### config.mk
export PLATFORM = sky130hd
export DESIGN_NAME = mux_arb_nx1
export DESIGN_NICKNAME = d
export VERILOG_FILES = /design/src/rtl/mux_arb_nx1.sv
export SDC_FILE = /design/constraint.sdc
export NUM_CORES = 1
export LEC_CHECK = 0
export ABC_AREA = 0
export CAP_MARGIN = 20
export CORE_ASPECT_RATIO = 1.1
export CORE_MARGIN = 2
export CORE_UTILIZATION = 25
export DETAILED_ROUTE_END_ITERATION = 16
export PLACE_DENSITY_LB_ADDON = 0.1
export SYNTH_ARGS = -nofsm -noshare
export SYNTH_HDL_FRONTEND = slang
export SYNTH_SLANG_ARGS = --single-unit
### constraint.sdc
create_clock -name clk -period 8.9 [get_ports clk]
set_input_delay 2.67 -clock clk [delete_from_list [all_inputs] [get_ports clk]]
set_output_delay 2.67 -clock clk [all_outputs]
set_load 0.01 [all_outputs]
### src/rtl/mux_arb_nx1.sv
// N:1 registered selector with fixed-select or round-robin arbitration over valid/ready inputs.
// Latency: one cycle from input handshake to out_valid/out_data; one word per cycle sustained.
// Backpressure: a held output word (out_valid & !out_ready) drops every in_ready until it drains.
module mux_arb_nx1 #(
    parameter int WIDTH = 32,
    parameter int N     = 8,
    parameter int SELW  = $clog2(N)
) (
    input  logic                 clk,
    input  logic                 reset,
    input  logic                 mode,
    input  logic [SELW-1:0]      sel,
    input  logic [N*WIDTH-1:0]   in_data,
    input  logic [N-1:0]         in_valid,
    output logic [N-1:0]         in_ready,
    output logic [WIDTH-1:0]     out_data,
    output logic [SELW-1:0]      out_src,
    output logic                 out_valid,
    input  logic                 out_ready
);

    localparam int PW = 1 << SELW;

    logic [SELW-1:0]  ptr;
    logic [SELW-1:0]  rr_gnt;
    logic             rr_found;
    logic [2*N-1:0]   rot;
    logic [SELW:0]    sum;
    logic [SELW-1:0]  gnt;
    logic             gnt_v;
    logic [PW-1:0]    vld_pad;
    logic             can_accept;
    logic             xfer;
    logic [WIDTH-1:0] gnt_data;
    logic [SELW-1:0]  next_ptr;

    assign can_accept = !out_valid || out_ready;

    // Zero-extended so a select beyond the last channel reads as not-valid.
    assign vld_pad = PW'(in_valid);

    // Rotate the valid vector so bit k corresponds to channel (ptr + k) mod N.
    always_comb begin
        rr_gnt   = '0;
        rr_found = 1'b0;
        sum      = '0;
        rot      = {in_valid, in_valid} >> ptr;
        for (int k = 0; k < N; k++) begin
            sum = {1'b0, ptr} + (SELW+1)'(k);
            if (!rr_found && rot[k]) begin
                rr_found = 1'b1;
                rr_gnt   = (sum >= (SELW+1)'(N)) ? SELW'(sum - (SELW+1)'(N)) : SELW'(sum);
            end
        end
    end

    assign gnt   = mode ? rr_gnt : sel;
    assign gnt_v = mode ? (|in_valid) : vld_pad[sel];

    always_comb begin
        in_ready = '0;
        gnt_data = '0;
        for (int i = 0; i < N; i++) begin
            in_ready[i] = !reset && can_accept && gnt_v && (gnt == SELW'(i));
            if (gnt == SELW'(i))
                gnt_data = in_data[i*WIDTH +: WIDTH];
        end
    end

    assign xfer     = |(in_valid & in_ready);
    assign next_ptr = (gnt == SELW'(N-1)) ? '0 : gnt + SELW'(1);

    always_ff @(posedge clk or posedge reset) begin
        if (reset) begin
            out_data  <= '0;
            out_src   <= '0;
            out_valid <= 1'b0;
            ptr       <= '0;
        end else if (xfer) begin
            out_data  <= gnt_data;
            out_src   <= gnt;
            out_valid <= 1'b1;
            ptr       <= next_ptr;
        end else if (out_ready) begin
            out_valid <= 1'b0;
        end
    end

endmodule

==> results of run 1 <==
==> power groups by stage <==
stage          combinational [uW]  clock [uW]  sequential, uW
6_report                     2260         216             353
5_1_grt                      2470         231             370
4_1_cts                      2260         225             356
3_5_place_dp                 2250           0             356
3_3_place_gp                 2250           0             357
2_1_floorplan                1450           0             343
==> routing by layer <==
layer	track usage [%]	up-vias
met4	5.68	0
met5	0	-
met1	26.3	2927
li1	-	3012
met3	5.19	25
met2	40.3	217
==> cell usage in the layout (no fill, tap or decap), types with 4 or more instances in the layout <==
| cell | count |
|---|---|
| dfrtp_1 | 39 |
| mux2_2 | 26 |
| mux2_1 | 6 |
| a221oi_1 | 65 |
| a211o_1 | 33 |
| dlymetal6s2s_1 | 9 |
| o22ai_1 | 34 |
| clkdlybuf4s50_1 | 304 |
| mux2_4 | 11 |
| o21ai_0 | 36 |
| inv_1 | 41 |
| nand2b_1 | 4 |
| nor2_1 | 43 |
| a21oi_1 | 41 |
| and3_1 | 4 |
| ha_2 | 6 |
| mux2i_1 | 7 |
| nor2b_1 | 34 |
| mux4_2 | 10 |
| nand2_1 | 75 |
| and2_1 | 5 |
| buf_4 | 46 |
| clkbuf_16 | 5 |
==> kinds of logic after synthesis <==
| family | after synthesis |
|---|---|
| compound gates | 235 |
| simple gates | 188 |
| buf+inv | 111 |
| mux | 62 |
| flops | 39 |
| fa+ha+maj | 8 |
| xor+xnor | 1 |
==> registers in the layout (all words and copies together), names as in the netlist <==
name / count
out_data: 32
ptr: 3
out_valid: 1
out_src: 3
==> what timing repair did <==
item | 4_1_cts | 5_1_grt
setup endpoints to repair | 2 | 8
setup buffers | 0 | 3
gates resized for setup | 3 | 17
pin swaps | 0 | 2
==> worst min path at each step <==
stage                start           to  cells after the start
2_1_floorplan  out_data[1]  out_data[1]                      1
3_3_place_gp    out_src[0]   out_src[0]                      1
3_5_place_dp    out_src[0]   out_src[0]                      1
4_1_cts         out_src[0]   out_src[0]                      1
5_1_grt         out_src[0]   out_src[0]                      1
6_report        out_src[1]   out_src[1]                      1
==> through the flow <==
step	worst slack [ps]	hold slack (ps)	TNS, ps	std cells	cell area (um2)
finish	152	487	0	1196	8800
global route	-25.2	503	-25.2	1196	8800
CTS	14.6	492	0	1193	8710
detailed placement	-22.3	478	-28.4	1185	8540
global placement	4.64	470	0	1185	8540
floorplan	367	529	0	644	5000
==> worst max-delay path: stages <==
cell and delay [ps]:
clkdlybuf4s50_1 490, buf_4 180, mux4_2 510, mux2i_2 220, nand2b_1 110, buf_4 150
buf_4 140, nor4b_1 290, a311oi_1 120, o2bb2ai_2 250, inv_1 130, ha_2 200
and2_1 140, clkdlybuf4s50_1 470
==> layout make-up <==
class	instances	area [um2]	share of cell area (%)
Tap cell	252	315	3.58
Multi-Input combinational cell	494	3670	41.7
Inverter	43	161	1.83
Clock buffer	5	125	1.42
Sequential cell	39	976	11.1
Timing Repair Buffer	360	3510	39.9
Clock inverter	3	43.8	0.498
==> flow_metrics.tcl, run 1 <==
set metrics [dict create \
    tritoncts "yes" \
    grt_pass1_wl_um 36800 \
    synthSimpleGateAreaFrac_pct 17.8 \
    first_pass_iters 4 \
    cp-end-kind "output pin" \
    yosysWarnings 0 \
    slew_viol_final 0 \
    synthToLayoutAreaGrowth_pct 76.1 \
    outcome "complete, no violations" \
    required_ps 6230 \
    clock-root-buffer "clkbuf_16" \
    synth-seq-area-share_pct 19.5 \
    grt_max_degree 68 \
    power_uw 2820 \
    hpwl_um 18100 \
    clock_path_buffers 2 \
    wl_met3_um 1490 \
    p_seq_share_pct 12.5 \
    synth_common_cells "75 x nand2_1, 65 x a221oi_1, 50 x clkbuf_1" \
    routed-via-count 6181 \
    ys_types 57 \
    worstPathArrival_ps 6080 \
    slew_headroom_pct 28.8 \
    synth_async_sr_flop_share_pct 100 \
    path_max_fanout 5 \
    synth_top_family_by_area "compound AO/OA/AOI/OAI gates" \
    worst_clock_skew_ps 3.39 \
    syn_area_um2 5000 \
    grt_pass1_vias 6247 \
    power_density_nw_per_um2 321 \
    post_drt_wl_per_cell_um 20.2 \
    p_int_uw 1490 \
    maxCapViolCount 0 \
    fin_util_pct 44.6 \
    setup_violations 0 \
    wl_met1_um 9720 \
    synth_edf_count 0 \
    wirelength_um 24100 \
    pwr-share-clk_pct 7.6 \
    tightest_slew_ps 1070 \
    power.switching_uw 1330 \
    antenna_left 0 \
    netlist.area_leader.share_pct 19.5 \
    nets 1222 \
    core_um2 19700 \
    fin_crit_sh_pct 98.3 \
    synth_fp_nets 923 \
    hold_violations 0 \
    row_count 54 \
    synth_xor_area_share_pct 0.175 \
    grt_overflow 0 \
    switching_share_pct 47.2 \
    synth_fa_ha_area_share_pct 2.00 \
    r2r_end "out_data[5]" \
    ctsHoldBuffers 0 \
    routed_via_density 5.17 \
    clk_pin_slew_ps 60 \
    top_layer "met4" \
    die_area_um2 21100 \
    drt-initial-drc-count 308 \
    timing.final.crit_period_ps 8750 \
    r2r-start "ptr[1]" \
    ios 315 \
    route.detailed.drc 0 \
    dieWidth_um 139 \
    antenna_found_initial 0 \
    yosys-mux-area-fraction_pct 16.8 \
    max_clock_freq_mhz 114 \
    synth.area.top_cells "dfrtp_1 20%, a221oi_1 11%, mux2_2 6.1%, a211o_1 5.8%, nand2_1 5.6%" \
    critical_path_class "input port to output pin" \
    synth_top_area_cell "dfrtp_1" \
    ys_ff_latch 39 \
    cts_buffers 5 \
    ir_drop_uv 181 \
    cp-endpoint "in_ready[7]" \
    synth_ff_type "dfrtp_1" \
    leakage_uw 0.00372 \
    reg2reg_depth 18 \
    n_antenna_cell 0 \
    cts.sinks 39 \
    hold_path.class "register to register" \
    synthMostInstantiatedCell "nand2_1" \
    clock_latency_ps 290 \
    cp-start-kind "input port" \
    critPathLaunch "in_valid[7]" \
    syn_area_per_cell_um2 7.76 \
    htreeDepth 2 \
    initial_core_util_pct 25.3 \
    final_layout_size_suffix_gt1_share_pct 13.3 \
    die_h_um 152 \
    gp_congestion 0.828 \
    fillerInstances 2038 \
    power_frac_comb_pct 79.9 \
    synth_cells 644 \
    r2r_slack_ps 3180 \
    io_buffers 314 \
    track_usage_pct 22.2 \
    synth_compound_area_share_pct 34.5 \
    dr_wl_met2_um 12400 \
]
Note: power is estimated with default switching activity, not from simulation.
==> inputs of run 2 (changes only) <==
--- a/config.mk
+++ b/config.mk
@@ -10,8 +10,9 @@
 export CORE_ASPECT_RATIO = 1.1
 export CORE_MARGIN = 2
 export CORE_UTILIZATION = 25
+export CTS_BUF_LIST = sky130_fd_sc_hd__clkbuf_4 sky130_fd_sc_hd__clkbuf_8
 export DETAILED_ROUTE_END_ITERATION = 16
-export PLACE_DENSITY_LB_ADDON = 0.1
+export PLACE_DENSITY = 0.59
 export SYNTH_ARGS = -nofsm -noshare
 export SYNTH_HDL_FRONTEND = slang
 export SYNTH_SLANG_ARGS = --single-unit
==> run 2 against run 1 <==
Combinational power about the same. Sequential share of layout area up 0.087 points. Count of clock-buffer cells in the layout unchanged. Routed wire length down 4.7%. Sequential cell count unchanged. Non-clock buffer count down 4. Critical endpoint is now in_ready[2]. Maximum frequency up 0.33%. Sequential power down 5%. Register-to-register slack better by 310 ps. Cell area down 0.78%.
==> flow_metrics.tcl, run 2 (synthesis results as in run 1) <==
set metrics [dict create \
    setup_violations 0 \
    ios 315 \
    synthToLayoutAreaGrowth_pct 74.7 \
    r2r_end "out_data[30]" \
    die_area_um2 21100 \
    tritoncts "yes" \
    worst_clock_skew_ps 7.76 \
    io_buffers 314 \
    clock_latency_ps 310 \
    cp-endpoint "in_ready[2]" \
    r2r-start "ptr[1]" \
    largest_register_ffs 32 \
    leakage_uw 0.00368 \
    cts_buffers 5 \
    htreeDepth 2 \
    layout_commonest_cell "clkdlybuf4s50_1" \
    finalSetupTns_ps 0 \
    clk_pin_slew_ps 90 \
    hold_violations 0 \
    final_layout_size_suffix_gt1_share_pct 13.0 \
    required_ps 6230 \
    slew_viol_final 0 \
    clock_path_buffers 2 \
    gp_congestion 0.850 \
    grt_overflow 0 \
    first_pass_iters 7 \
    row_count 54 \
    core_um2 19700 \
    outcome "complete, no violations" \
    hpwl_um 17700 \
    final_cell_mix "306 x clkdlybuf4s50_1, 75 x nand2_1, 65 x a221oi_1, 42 x nor2_1" \
    placedCellCount 1182 \
    critical_path_class "input port to output pin" \
    power_uw 2760 \
    r2r_slack_ps 3490 \
    slew_headroom_pct 35.9 \
    die_h_um 152 \
    ir_drop_uv 236 \
    power_density_nw_per_um2 316 \
    worstPathArrival_ps 6050 \
    route.detailed.drc 0 \
    rsz0062_at_grt "no" \
    tightest_slew_ps 960 \
    track_usage_pct 20.9 \
    fin_cells 1193 \
    timing.final.crit_period_ps 8720 \
    post_drt_wl_per_cell_um 19.3 \
    reg2reg_depth 18 \
    maxCapViolCount 0 \
    biggestRegsByFlops "out_data: 32 flops, out_src: 3 flops, ptr: 3 flops" \
    wirelength_um 23000 \
    dieWidth_um 139 \
    initial_core_util_pct 25.3 \
    routed-via-count 6168 \
    ctsHoldBuffers 0 \
    path_max_fanout 7 \
    antenna_found_initial 1 \
    nets 1218 \
    fin_crit_sh_pct 98.0 \
    grt_max_degree 67 \
    drt-initial-drc-count 317 \
    hold_path.class "register to register" \
    cp-end-kind "output pin" \
    antenna_left 0 \
    critPathLaunch "in_valid[1]" \
    grt_pass1_wl_um 35000 \
    cts.sinks 39 \
    max_clock_freq_mhz 115 \
    routed_via_density 5.17 \
    cp-start-kind "input port" \
    regMostFlops "out_data" \
    clock-root-buffer "clkbuf_8" \
    grt_pass1_vias 6226 \
]
run 2: critical path, stage by stage:
cell and delay [ps]:
clkdlybuf4s50_1 470, buf_4 190, mux4_2 510, mux2i_2 230
nand2b_1 120, nor3_2 140, nand2_1 100, o221a_2 250
o31ai_1 70, nor3_1 90, nor2_2 190, buf_4 140
ha_2 200, and3_1 160, clkdlybuf4s50_1 530
run 2: area by class of cell:
| cell class | instances | area (um2) |
|---|---|---|
| antenna | 1 | 2.50 |
| clock buffer | 5 | 68.8 |
| clock inverter | 3 | 43.8 |
| fill | 2000 | 11000 |
| inverter | 43 | 161 |
| multi-input combinational | 494 | 3650 |
| sequential | 39 | 976 |
| tap | 252 | 315 |
| timing repair buffer | 356 | 3510 |
run 2: worst min path at each step:
| stage | from | end | slack (ps) | depth (start not counted) |
|---|---|---|---|---|
| global placement | out_data[1] | out_data[1] | 470 | 1 |
| floorplan | out_data[1] | out_data[1] | 530 | 1 |
| detailed placement | out_data[30] | out_data[30] | 480 | 1 |
| CTS | out_data[1] | out_data[1] | 500 | 1 |
| global route | out_data[29] | out_data[29] | 520 | 1 |
| finish | out_data[1] | out_data[1] | 500 | 1 |
run 2: power breakdown:
part           switching, uW  internal (uW)  leakage, uW
clock                   74.8           83.7    0.0000581
combinational           1160           1100      0.00314
sequential              69.5            265     0.000486
total                   1310           1450      0.00368
run 2: per-layer routing:
metal / share of wire (%) / wire (um) / global-route usage (%)
met1: 41 / 9310 / 24.8
met4: 2.7 / 628 / 7.50
met2: 51 / 11700 / 37.4
met5: 0 / 0 / 0
met3: 5.9 / 1350 / 4.37
run 2: repair_timing:
| item | in CTS | in global routing |
|---|---|---|
| resized for setup | 0 | 16 |
| buffers inserted | 0 | 1 |
| hold endpoints to repair | 0 | 0 |
| setup endpoints to repair | 0 | 8 |
run 2: stage by stage:
| stage | instance area, um2 | setup WS, ps | hold slack (ps) | utilization, % |
|---|---|---|---|---|
| global placement | 8530 | 65.7 | 467 | 43.2 |
| global route | 8730 | 27.2 | 521 | 44.2 |
| finish | 8730 | 182 | 499 | 44.2 |
| floorplan | 5000 | 367 | 529 | - |
| CTS | 8640 | 27.7 | 503 | 43.8 |
| detailed placement | 8530 | 23.1 | 475 | 43.2 |
==> inputs of run 3 (changes only) <==
--- a/config.mk
+++ b/config.mk
@@ -8,10 +8,12 @@
 export ABC_AREA = 0
 export CAP_MARGIN = 20
 export CORE_ASPECT_RATIO = 1.1
-export CORE_MARGIN = 2
+export CORE_MARGIN = 1.5
 export CORE_UTILIZATION = 25
 export CTS_BUF_LIST = sky130_fd_sc_hd__clkbuf_4 sky130_fd_sc_hd__clkbuf_8
 export DETAILED_ROUTE_END_ITERATION = 16
+export GPL_ROUTABILITY_DRIVEN = 0
+export HOLD_SLACK_MARGIN = 0.15
 export PLACE_DENSITY = 0.59
 export SYNTH_ARGS = -nofsm -noshare
 export SYNTH_HDL_FRONTEND = slang
==> run 3 against run 2 <==
Cell area decreased by 0.60%. Count of clock-buffer cells in the layout up 1. Global-route usage is 0.30 points higher. Register-to-register slack lost 140 ps. Sequential power increased by 6.0%. First-iteration DRC count grew 6.6%.
==> flow_metrics.tcl, run 3 (synthesis results as in run 1) <==
set metrics [dict create \
    outcome "complete, no violations" \
    largest_register_ffs 32 \
    setup_violations 0 \
    biggestRegsByFlops "out_data: 32 flops, out_src: 3 flops, ptr: 3 flops" \
    critical_path_class "input port to output pin" \
    worstPathArrival_ps 6070 \
    tightest_slew_ps 1050 \
    io_buffers 314 \
    clock_path_buffers 2 \
    maxCapViolCount 0 \
    die_h_um 151 \
    cts.sinks 39 \
    routed-via-count 6152 \
    cts_buffers 5 \
    hold_path.class "register to register" \
    clk_pin_slew_ps 80 \
    max_clock_freq_mhz 114 \
    placement.cell_area_um2 8510 \
    pre_cts_ws_ps 16.1 \
    ios 315 \
    clock_latency_ps 310 \
    power_uw 2730 \
    initial_core_util_pct 25.3 \
    grt_max_degree 68 \
    regMostFlops "out_data" \
    core_um2 19700 \
    fin_ws_ps 162 \
    antenna_found_initial 0 \
    grt_overflow 0 \
    routed_via_density 5.16 \
    rsz0062_at_grt "yes" \
    final_cell_mix "308 x clkdlybuf4s50_1, 75 x nand2_1, 65 x a221oi_1, 43 x nor2_1, 42 x buf_4" \
    synthToLayoutAreaGrowth_pct 73.6 \
    clock-root-buffer "clkbuf_8" \
    cp-end-kind "output pin" \
    timing.final.crit_period_ps 8740 \
    fin_crit_sh_pct 98.2 \
    hold_violations 0 \
    finalSetupTns_ps 0 \
    reg2reg_depth 18 \
    drt-initial-drc-count 338 \
    first_pass_iters 4 \
    dieWidth_um 138 \
    final_layout_size_suffix_gt1_share_pct 13.1 \
    hpwl_um 17200 \
    n_antenna_cell 0 \
    hold_depth 1 \
    post_drt_wl_per_cell_um 19.2 \
    slew_headroom_pct 30.0 \
    worst_clock_skew_ps 7.72 \
    ir_drop_uv 305 \
    required_ps 6230 \
    fin_hold_ws_ps 491 \
    slew_viol_final 0 \
    final_area_um2 8680 \
    layout_commonest_cell "clkdlybuf4s50_1" \
    power_density_nw_per_um2 315 \
    antenna_left 0 \
    row_count 54 \
    nets 1218 \
    route.detailed.drc 0 \
    cp-start-kind "input port" \
    leakage_uw 0.00362 \
    wirelength_um 22800 \
    tritoncts "yes" \
    path_max_fanout 9 \
    grt_pass1_vias 5983 \
    die_area_um2 20800 \
    htreeDepth 2 \
    track_usage_pct 21.2 \
    grt_pass1_wl_um 33600 \
]
==> run 3: routing by layer <==
layer	wire length [um]	part of all wire, %	track usage [%]	vias up
li1	-	-	-	2990
met4	471	2.1	5.31	0
met3	1530	6.7	4.95	26
met1	9260	41	25.6	2896
met5	0	0	0	-
met2	11600	51	37.9	240
==> run 3: area by class of cell <==
class | instances | area (um2)
Fill cell | 1980 | 11100
Multi-Input combinational cell | 494 | 3660
Timing Repair Buffer | 356 | 3470
Sequential cell | 39 | 976
Tap cell | 252 | 315
Inverter | 43 | 161
Clock buffer | 6 | 76.3
Clock inverter | 2 | 12.5
==> run 3: repair_timing <==
action	4_1_cts	5_1_grt
setup buffers	0	3
setup endpoints to repair	1	8
resized for setup	1	16
pin swaps	0	2
hold buffers	0	0
==> run 3: metrics by stage <==
stage,cells,utilization [%]
floorplan,644,-
global placement,1181,43.1
detailed placement,1181,43.1
CTS,1189,43.6
global route,1192,44.0
finish,1192,44.0
==> run 3: critical path, stage by stage <==
cell	delay, ps
clkdlybuf4s50_1	450
buf_4	180
mux4_2	430
mux2_2	310
or2_2	320
nor2_1	100
o211a_1	140
a31oi_1	50
mux2_4	330
inv_1	90
ha_2	200
nor2b_4	140
and2_1	120
clkdlybuf4s50_1	520
==> run 3: final timing paths <==
check	slack [ps]	start	to
max	160	in_valid[5]	in_ready[4]
min	490	out_src[0]	out_src[0]
max reg2reg	3350	ptr[1]	out_data[3]
min reg2reg	490	out_src[0]	out_src[0]
max in group asynchronous	5390	reset	out_data[5]
min in group asynchronous	2920	reset	out_valid
==> run 3: power by group <==
group	total [uW]	leakage [uW]	switching, uW	internal (uW)
combinational	2240	0.00309	1150	1100
sequential	354	0.000486	89.6	264
clock	133	0.0000446	74.5	58.0
total	2730	0.00362	1310	1420
